<file path="src/rtl/rv32i_instr_encoder.sv">
// rv32i_instr_encoder
// Packs decoded RV32I field bundles into 32-bit instruction words, range-checks
// each immediate, and tags every emitted word with a sequential IMEM word address.
// Two-stage pipeline: S1 capture register, S2 output register; full throughput.
module rv32i_instr_encoder #(
   parameter int unsigned       ADDR_W    = 8,
   parameter logic [ADDR_W-1:0] BASE_ADDR = '0,
   parameter int unsigned       ERR_CNT_W = 8
) (
   input  logic                 clk,
   input  logic                 resetn,
   input  logic                 in_valid,
   output logic                 in_ready,
   input  logic [2:0]           in_format,
   input  logic [6:0]           in_opcode,
   input  logic [4:0]           in_rd,
   input  logic [4:0]           in_rs1,
   input  logic [4:0]           in_rs2,
   input  logic [2:0]           in_funct3,
   input  logic [6:0]           in_funct7,
   input  logic [31:0]          in_imm,
   input  logic                 addr_clear,
   output logic                 out_valid,
   input  logic                 out_ready,
   output logic [31:0]          out_instr,
   output logic [ADDR_W-1:0]    out_addr,
   output logic                 out_err,
   output logic [ERR_CNT_W-1:0] err_count
);

   localparam logic [2:0] FMT_R = 3'd0;
   localparam logic [2:0] FMT_I = 3'd1;
   localparam logic [2:0] FMT_S = 3'd2;
   localparam logic [2:0] FMT_B = 3'd3;
   localparam logic [2:0] FMT_U = 3'd4;
   localparam logic [2:0] FMT_J = 3'd5;

   // S1 capture register contents
   logic                 r_s1_valid;
   logic [2:0]           r_format;
   logic [6:0]           r_opcode;
   logic [4:0]           r_rd;
   logic [4:0]           r_rs1;
   logic [4:0]           r_rs2;
   logic [2:0]           r_funct3;
   logic [6:0]           r_funct7;
   logic [31:0]          r_imm;

   // S2 output register and bookkeeping
   logic                 r_out_valid;
   logic [31:0]          r_out_instr;
   logic [ADDR_W-1:0]    r_out_addr;
   logic                 r_out_err;
   logic [ERR_CNT_W-1:0] r_err_count;
   logic [ADDR_W-1:0]    r_addr;

   logic                 w_s2_free;
   logic                 w_accept;
   logic                 w_advance;
   logic                 w_fits12;
   logic                 w_fits13;
   logic                 w_fits21;
   logic                 w_legal;
   logic [31:0]          w_instr;

   // Handshake: S1 can refill in the same cycle it drains into S2
   assign w_s2_free = ~r_out_valid | out_ready;
   assign in_ready  = ~r_s1_valid | w_s2_free;
   assign w_accept  = in_valid & in_ready;
   assign w_advance = r_s1_valid & w_s2_free;

   // Sign-extension checks: the bits above the field's sign bit must all match it
   assign w_fits12 = (&r_imm[31:11]) | ~(|r_imm[31:11]);
   assign w_fits13 = (&r_imm[31:12]) | ~(|r_imm[31:12]);
   assign w_fits21 = (&r_imm[31:20]) | ~(|r_imm[31:20]);

   // Pack the S1 bundle into its RV32I layout and judge immediate legality
   always_comb begin
      w_instr = '0;
      w_legal = 1'b0;
      case (r_format)
         FMT_R: begin
            w_instr = {r_funct7, r_rs2, r_rs1, r_funct3, r_rd, r_opcode};
            w_legal = 1'b1;
         end
         FMT_I: begin
            w_instr = {r_imm[11:0], r_rs1, r_funct3, r_rd, r_opcode};
            w_legal = w_fits12;
         end
         FMT_S: begin
            w_instr = {r_imm[11:5], r_rs2, r_rs1, r_funct3, r_imm[4:0], r_opcode};
            w_legal = w_fits12;
         end
         FMT_B: begin
            w_instr = {r_imm[12], r_imm[10:5], r_rs2, r_rs1, r_funct3,
                       r_imm[4:1], r_imm[11], r_opcode};
            w_legal = w_fits13 & ~r_imm[0];
         end
         FMT_U: begin
            w_instr = {r_imm[31:12], r_rd, r_opcode};
            w_legal = ~(|r_imm[11:0]);
         end
         FMT_J: begin
            w_instr = {r_imm[20], r_imm[10:1], r_imm[11], r_imm[19:12], r_rd, r_opcode};
            w_legal = w_fits21 & ~r_imm[0];
         end
         default: begin
            w_instr = '0;
            w_legal = 1'b0;
         end
      endcase
   end

   // S1 payload capture; no reset needed since r_s1_valid qualifies it
   always_ff @(posedge clk) begin
      if (w_accept) begin
         r_format <= in_format;
         r_opcode <= in_opcode;
         r_rd     <= in_rd;
         r_rs1    <= in_rs1;
         r_rs2    <= in_rs2;
         r_funct3 <= in_funct3;
         r_funct7 <= in_funct7;
         r_imm    <= in_imm;
      end
   end

   // S1 occupancy
   always_ff @(posedge clk) begin
      if (!resetn) begin
         r_s1_valid <= 1'b0;
      end else if (w_accept) begin
         r_s1_valid <= 1'b1;
      end else if (w_advance) begin
         r_s1_valid <= 1'b0;
      end
   end

   // S2 output register: load legal words, drop on sink acceptance
   always_ff @(posedge clk) begin
      if (!resetn) begin
         r_out_valid <= 1'b0;
         r_out_instr <= '0;
         r_out_addr  <= BASE_ADDR;
      end else if (w_advance && w_legal) begin
         r_out_valid <= 1'b1;
         r_out_instr <= w_instr;
         r_out_addr  <= r_addr;
      end else if (w_s2_free) begin
         r_out_valid <= 1'b0;
      end
   end

   // Error pulse and saturating reject counter
   always_ff @(posedge clk) begin
      if (!resetn) begin
         r_out_err   <= 1'b0;
         r_err_count <= '0;
      end else begin
         r_out_err <= w_advance & ~w_legal;
         if (w_advance && !w_legal && !(&r_err_count)) begin
            r_err_count <= ERR_CNT_W'(r_err_count + 1'b1);
         end
      end
   end

   // IMEM address counter; clear wins over increment, wraps silently
   always_ff @(posedge clk) begin
      if (!resetn) begin
         r_addr <= BASE_ADDR;
      end else if (addr_clear) begin
         r_addr <= BASE_ADDR;
      end else if (w_advance && w_legal) begin
         r_addr <= ADDR_W'(r_addr + 1'b1);
      end
   end

   assign out_valid = r_out_valid;
   assign out_instr = r_out_instr;
   assign out_addr  = r_out_addr;
   assign out_err   = r_out_err;
   assign err_count = r_err_count;

endmodule

</file>
<file path="config.mk">
export PLATFORM = sky130hd
export DESIGN_NAME = rv32i_instr_encoder
export DESIGN_NICKNAME = d
export VERILOG_FILES = /design/src/rtl/rv32i_instr_encoder.sv
export SDC_FILE = /design/constraint.sdc
export NUM_CORES = 1
export LEC_CHECK = 0
export ABC_AREA = 1
export CAP_MARGIN = 30
export CORE_ASPECT_RATIO = 1.1
export CORE_MARGIN = 2
export CORE_UTILIZATION = 40
export CTS_BUF_LIST = sky130_fd_sc_hd__clkbuf_8 sky130_fd_sc_hd__clkbuf_16
export CTS_CLUSTER_SIZE = 12
export DETAILED_ROUTE_END_ITERATION = 8
export PLACE_DENSITY = 0.76
export SYNTH_ARGS = -nofsm -noshare
export SYNTH_HDL_FRONTEND = slang
export SYNTH_SLANG_ARGS = --single-unit
export TNS_END_PERCENT = 10
</file>
<file path="constraint.sdc">
create_clock -name clk -period 2.8 [get_ports clk]
set_input_delay 0.42 -clock clk [delete_from_list [all_inputs] [get_ports clk]]
set_output_delay 0.42 -clock clk [all_outputs]
set_load 0.01 [all_outputs]
</file>
==> flow_results.org, run 1 <==
** Detailed routing
- Mean routed wirelength per cell :: 14.2 um
- Routed vias :: 4,346
- Once detail routing completed, the nets flagged for antenna violations numbered 0.
- After detailed routing, the number of vias per cell comes to 4.92.
- For this block, the initial DRC count from the detailed router was 234.
- Total wire length :: 12,600 um
- In the routed design, unresolved DRC markers number 0.
- For this run, the detailed router's first-pass iteration total came to 4.

** Clock network
- The longest clock path from root to sink contains 2 buffers.
- Total clock sinks :: 126
- Clock root cell :: clkbuf_16
- Clock buffer count from CTS :: 17
- TritonCTS built the clock tree.
- Clock-pin slew on the worst setup and hold paths :: 0.06 ns
- After clock tree synthesis, the repair step resized 0 gates.
- The number of setup buffers added after CTS is 0.
- H-tree Lvls :: 4
- For the worst-skew pair, the clock arrives at the later sink with an insertion delay of 0.41 ns.
- After clock tree synthesis, the flow added hold-fix buffers numbering 0.

** Timing
- Setup TNS :: 0 ns
- Total setup violations reported at the end of the flow :: 0
- Dividing the final minimum period by the clock period gives 0.836.
- Setup repair after global routing missed its margin :: no
- Highest achievable clock rate :: around 430 MHz
- Count of pins over their slew limit :: 0
- Relative slew slack :: 0.638
- At the pin with the least slew margin, the transition time is 0.543 ns.
- The clock arrives with 0.0106 ns of skew.
- The hold violation count in the final report came to 0.
- The smallest clock period supported by the final layout is computed as 2.34 ns.

** Finish
- The finished cells cover roughly 7200 um2.
- In the final layout, the share of cells above drive strength 1 is 0.0858.
- Leaving out filler cells and counting taps, the final layout contains 884.
- The repair_antennas step left the layout with diodes totalling 0.
- The library cell used most frequently in the layout, excluding fill and tap cells, is nor2_1.
- In the layout the commonest cells are nor2_1, clkdlybuf4s50_1, nand2_1.
- The net count of the finished layout is between 700 and 800.
- From synthesis to final layout, the design area changed by 35.6%.

** Setup path
- Maximum fanout encountered on the critical timing path :: 43
- Across all register-to-register paths, the minimum setup slack is around 0.46 ns.
- The worst setup path is captured at a register.
- The critical path is of the reg -> reg type.
- Worst Path Required :: ~3 ns
- The worst register-to-register path ends at out_instr[18].
- Number of cells on the worst reg-to-reg path :: 10
- Arrival time at the worst endpoint :: 2.63 ns
- STA classifies the critical path startpoint as a register.
- Beginning of the worst register-to-register path :: r_format[2]

** Yosys
- edfxtp_1 takes more of the synthesized area than any other cell.
- Count of state elements after synthesis :: between 100 and 150
- Synth Area per Inst :: 9.11 um2
- For this run, the register share of the synthesized area comes to 0.599.
- Synthesis produced a netlist with a net count of approximately 660.
- Synth Instances :: just under 600
- By area the synthesized netlist is led by edfxtp_1, dfxtp_1, nor2_1.
- Netlist area before placement :: about 5300 um2
- Number of library cell types mapped by synthesis :: 32
- Area share of the largest cell type after synthesis :: 0.377
- Syn. warnings :: 0

** GRT
- Number of antenna violations at the first check in global routing :: 0
- Vias in the first global route :: 4,251
- Maximum number of pins on one net before global-route repair :: 68
- Tot GR Track Use :: 0.180
- The first global-routing pass estimated between 20,000 and 25,000 um of wire.
- For this run the aggregate overflow at the end of global routing stands at 0.

** Die
- In this run the core area contains 44 standard-cell rows.
- Measured along the y axis, the die boundary spans 125 um.
- DIE WIDTH :: 114 um
- The die covers roughly 14,000 um2.
- Placeable core area :: 13,100 um2
- Top Ports :: 123
- The initial utilization of the core area, before any placement, comes to 0.407.

** Place
- Post-DP HPWL :: 9040 um
- Cell count after placement :: about 850
- Routability-driven placement finished with a final weighted congestion of around 0.9.
- Buffers placed on the I/O ports in this run total 122.
- The placed instances occupy a cell area of 6660 um2.

** Job
- Reported max-cap violation count :: 0

** Pwr
- Of the total power, the share spent switching nets is 0.224.
- Of the total power, registers draw 0.459.
- Int Power :: 3.50 mW
- For this design the total switching power over the nets is 1.01 mW.
- The share of total power dissipated in the clock network is 0.465.
- The analysis attributes to cell leakage a power of approximately 2.9 nW.
- Across the VDD grid, the largest voltage drop is 0.362 mV.
- Cell area power density :: 624 nW/um2
- Post-route total power :: 4.51 mW
- Logic gate share of total power :: 0.076

** Worst hold path
- Worst Hold Endpoint :: r_s1_valid
- The worst hold path was traced through 3 stages.
- Hold Crit Start :: resetn
- The worst hold path belongs to the class in -> reg.

** Run status
- Result of the run :: finished, final reports clean
==> through the flow <==
step	hold WS, ns	setup slack, ns	utilization
floorplan	0.452	0.382	-
global placement	0.463	0.475	0.508
detailed placement	0.475	0.362	0.508
CTS	0.288	0.493	0.552
global route	0.325	0.293	0.552
finish	0.311	0.458	0.552
==> cell usage after synthesis <==
library cell,instances
a211oi_1,2
o21ai_1,17
nand3b_1,1
nor3_1,6
a21oi_2,1
nand3_1,33
a221oi_1,6
buf_2,3
dfxtp_1,59
nor2_8,1
a21oi_4,1
o22ai_1,2
ha_1,2
nor2_1,128
nand2_4,3
a31oi_1,1
edfxtp_1,67
inv_2,5
xnor2_1,2
buf_1,1
o21ai_0,15
nand2_1,118
buf_6,6
nand2_2,7
xor2_1,5
buf_4,3
clkbuf_1,7
nor2_4,5
nand4_1,10
inv_1,50
a21oi_1,14
nor2_2,4
==> worst max path at each step <==
stage                startpoint       endpoint  depth (start not counted)
finish              r_format[2]  out_instr[18]                         10
global route        r_format[2]  out_instr[16]                          9
CTS                 r_format[2]  out_instr[18]                         10
detailed placement    out_ready      r_addr[1]                          8
global placement      out_ready    out_addr[1]                          8
floorplan             out_ready    r_format[0]                          4
==> power groups by stage <==
stage	combinational (mW)	sequential, mW	clock [mW]
2_1_floorplan	0.158	2.11	0
3_3_place_gp	0.332	2.11	0
3_5_place_dp	0.342	2.11	0
4_1_cts	0.344	2.07	2.15
5_1_grt	0.377	2.08	2.24
6_report	0.343	2.07	2.10
==> state kept, by name, summed over array words and instances (netlist names) <==
name / cells
out_addr: 8
r_rd: 5
r_funct3: 3
r_funct7: 7
r_s1_valid: 1
out_valid: 1
r_opcode: 7
out_instr: 32
out_err: 1
r_rs2: 5
r_rs1: 5
err_count: 8
r_format: 3
r_imm: 32
r_addr: 8
==> layout make-up <==
| cell class | count | area (um2) |
|---|---|---|
| repair buffers | 126 | 1260 |
| clock buffers | 17 | 425 |
| multi-input cells | 384 | 1800 |
| clock inverters | 15 | 149 |
| flip-flops and latches | 126 | 3190 |
| well taps | 161 | 201 |
| fillers | 1159 | 5870 |
| inverters | 55 | 206 |
==> cell families after synthesis <==
kind of cell    Yosys count  share of synthesized area
flops                   126                      0.599
xor+xnor                  7                     0.0115
buf+inv                  75                     0.0641
fa+ha+maj                 2                    0.00469
simple gates            316                      0.257
compound gates           59                     0.0641
==> critical path, cell delays in order, from the launching register on <==
cell and delay, ns:
edfxtp_1 0.51, buf_4 0.26, nor2_4 0.06, nand2_1 0.09, nand2_2 0.10, a21oi_4 0.28, nand2_4 0.22, nand2_4 0.41
nand2_1 0.12, nand2_1 0.09, nor2_1 0.04
==> per-layer routing <==
metal	up-vias	track usage	routed length, um
met5	-	0	0
met4	0	0.0782	230
met3	20	0.0509	653
met2	168	0.294	6400
met1	1991	0.223	5290
li1	2167	-	-
Note: power is estimated with default switching activity, not from simulation.
==> run 2: changes to the inputs <==
--- a/config.mk
+++ b/config.mk
@@ -13,7 +13,7 @@
 export CTS_BUF_LIST = sky130_fd_sc_hd__clkbuf_8 sky130_fd_sc_hd__clkbuf_16
 export CTS_CLUSTER_SIZE = 12
 export DETAILED_ROUTE_END_ITERATION = 8
-export PLACE_DENSITY = 0.76
+export PLACE_DENSITY = 0.79
 export SYNTH_ARGS = -nofsm -noshare
 export SYNTH_HDL_FRONTEND = slang
 export SYNTH_SLANG_ARGS = --single-unit
==> constraint.sdc (replaced) <==
create_clock -name clk -period 2.1 [get_ports clk]
set_input_delay 0.315 -clock clk [delete_from_list [all_inputs] [get_ports clk]]
set_output_delay 0.315 -clock clk [all_outputs]
set_load 0.01 [all_outputs]
==> run 2 against run 1 <==
  * Clock skew up 0.0021 ns
  * Final area up 2.9%
  * Critical path depth unchanged
==> flow_results.org, run 2 (synthesized netlist as in run 1, its figures left out) <==
** Clock network
- The depth of the CTS H-tree is 4 (unchanged).
- The number of clock buffers inserted by TritonCTS was 17 (unchanged).
- Setup fix buffers added after clock tree synthesis :: 0 (unchanged)
- The tree is rooted in a clkbuf_16.
- The number of hold buffers added after cts was 0 (unchanged).
- The maximum clock insertion buffer count was 2 (unchanged).
- Clock-pin slew on the worst setup and hold paths :: 0.06 ns (about the same)
- CTS tree :: built
- Clock latency on the worst-skew pair :: 0.41 ns (about the same)
- The number of clock sinks is 126 (unchanged).

** Timing
- Clock Skew :: 0.0127 ns (+0.00206 ns)
- Count of pins over their slew limit :: 0 (unchanged)
- Crit share post-route :: 0.942 (+0.106)
- Final Hold Vio Count :: 0 (unchanged)
- The final critical delay including setup and external delays came to 1.98 ns (-0.363 ns).
- Setup TNS :: 0 ns (unchanged)
- Highest achievable clock rate :: 505 MHz (+18%)
- Total setup violations reported at the end of the flow :: 0 (unchanged)
- Transition time of the tightest slew-check pin :: 0.468 ns (-0.0746 ns)
- Relative slew slack :: 0.688 (+0.0501)
- Setup repair after global routing missed its margin :: no

** Pwr
- The part of the total power dissipated in combinational logic is 0.077 (about the same).
- Net switching power figure :: 1.35 mW (+34%)
- Largest vdd supply drop :: 0.526 mV (+45%)
- Leak Pwr :: 2.97 nW (+4.0%)
- Clock network power share :: 0.479 (+0.014)
- Net Sw Frac :: 0.218 (-0.00675)
- The power density relative to cell area came to 836 nW/um2 (+34%).
- Int Power :: 4.87 mW (+39%)
- Register share of total power :: 0.444 (-0.015)

** Job
- The number of maximum-capacitance constraint violations was 0 (unchanged).

** Place
- Number of buffer cells added on primary ports :: 122 (unchanged)
- Routability cong. :: 0.893 (-3.5%)
- Post-DP HPWL :: 9110 um (+0.77%)
- The cell count after placement was 866 (+1.6%).

** Worst hold path
- Worst Hold Endpoint :: r_imm[21]
- The depth of the worst hold-timing path came to 1 (-2).
- Hold Crit Start :: in_imm[21]
- Kind of path behind the tightest hold check :: in -> reg

** Die
- The initial cell density of the core is 0.407 (unchanged).
- Number of core rows :: 44 (unchanged)
- The area of the core is 13,100 um2 (unchanged).
- DIE WIDTH :: 114 um (unchanged)
- The vertical die dimension came to 125 um (unchanged).
- Top Ports :: 123 (unchanged)
- Full die area :: 14,300 um2 (unchanged)

** Detailed routing
- Routed vias :: 4,309 (-0.85%)
- Total wire length :: 12,400 um (-1.6%)
- Count of unresolved DRC violations after routing :: 0 (unchanged)
- Via density per instance :: 4.80 (-2.4%)
- First drt pass iteration count :: 5 (+1)
- The post-route antenna net violation count was 0 (unchanged).
- Starting DRT DRC Count :: 224 (-4.3%)
- The average wire per cell in the routed design came to 13.8 um (-3.1%).

** GRT
- Vias in the first global route :: 4,215 (-0.85%)
- The aggregate global routing overflow was 0 (unchanged).
- The global-route track usage on met1 was 0.210 (-0.0129).
- The global-route wire length before repair is 20,000 um (-1.0%).
- The total routing usage reported by global routing is 0.180 (-0.000325).
- Number of antenna violations at the first check in global routing :: 0 (unchanged)
- The met2 demand-to-capacity share in global routing is 0.313 (+0.0189).
- The met3 capacity usage during global routing is 0.0359 (-0.0150).
- Layer with the highest usage after global routing :: met2
- The pin count of the biggest net entering global routing came to 38 (-44%).

** Setup path
- Worst stage delay on the critical path :: 0.61 ns (+0.10 ns)
- Beginning of the worst register-to-register path :: r_format[2]
- Kind of end point of the critical path :: register
- Arrival time at the worst endpoint :: 2.32 ns (-0.31 ns)
- The worst reg-to-reg setup slack came to 0.12 ns (-0.34 ns).
- In this run the critical register-to-register path is captured at err_count[2].
- The critical path is of the reg -> reg type.
- For this design, the slowest cell found on the critical path is edfxtp_1.
- Worst Path Required :: 2.44 ns (-0.65 ns)
- The worst setup path is launched from a register.
- Maximum fanout encountered on the critical timing path :: 11 (-74%)
- Traced cell by cell, the critical path runs through buf_4 > nor2_4 > inv_2 > nand2_2 > a21oi_4 > buf_4 > nand4_1 > nand2_1 > nand2_1 > nor2_1.
- Number of cells on the worst reg-to-reg path :: 10 (unchanged)

** Finish
- Most common cell after layout, fill and taps aside :: nor2_1
- Nets :: 798 (+1.8%)
- The area growth from synthesis to layout is 39.6%.
- In the layout the commonest cells are nor2_1, clkdlybuf4s50_1, nand2_1.
- Layout filler cell count :: 1,117 (-3.6%)
- The antenna cell count is 0 (unchanged).
- The post-route non-filler standard cell count was 898 (+1.6%).
- Layout cells sized above 1 :: 0.106 (+0.0201)

** Run status
- The run finished with clean final reports.
-- run 2: final cells by class --
cell class                      instances  area, um2  area share
Clock buffer                           20        489      0.0658
Clock inverter                         12        129      0.0173
Inverter                               55        210      0.0283
Multi-Input combinational cell        384       1810       0.243
Sequential cell                       126       3190       0.429
Tap cell                              161        201      0.0271
Timing Repair Buffer                  140       1410       0.190
-- run 2: timing repair --
item | CTS | global route
resized for setup | 0 | 4
setup endpoints to repair | 0 | 19
hold endpoints to repair | 0 | 0
-- run 2: how the worst max path moves through the flow --
stage,startpoint,to,depth (start not counted)
floorplan,out_valid,r_format[0],3
global placement,r_format[2],out_instr[13],11
detailed placement,r_format[1],out_instr[15],12
CTS,r_format[1],out_instr[15],12
global route,r_format[1],out_addr[7],11
finish,r_format[2],err_count[2],10
-- run 2: metal layers --
| metal | share of wire | wire length [um] |
|---|---|---|
| met1 | 0.41 | 5110 |
| met2 | 0.52 | 6380 |
| met3 | 0.045 | 555 |
| met4 | 0.026 | 323 |
| met5 | 0 | 0 |
-- run 2: worst max-delay path, delay by kind of cell (launching register included) --
| family | cells | cell delay, ns |
|---|---|---|
| flip-flops | 1 | 0.61 |
| AO/OA/AOI/OAI | 1 | 0.22 |
| buffers and inverters | 3 | 0.47 |
| AND/OR/NAND/NOR | 6 | 0.59 |
-- run 2: per-stage QoR --
stage	area (um2)	hold WS (ns)	total power, mW	utilization	setup WS [ns]
6_report	7440	0.457	6.22	0.568	0.121
5_1_grt	7440	0.444	6.46	0.568	0.00467
4_1_cts	7420	0.443	6.28	0.567	0.106
3_5_place_dp	6810	0.471	3.29	0.519	0.136
3_3_place_gp	6810	0.463	3.28	0.519	0.193
2_1_floorplan	5330	0.414	3.02	-	0.0235
-- run 2: power groups by stage --
stage                     logic, mW  clock network (mW)  registers [mW]
after floorplan               0.212                   0            2.81
after global placement        0.469                   0            2.81
after detailed placement      0.476                   0            2.81
after CTS                     0.479                3.04            2.76
after global routing          0.526                3.16            2.77
final                         0.477                2.98            2.76
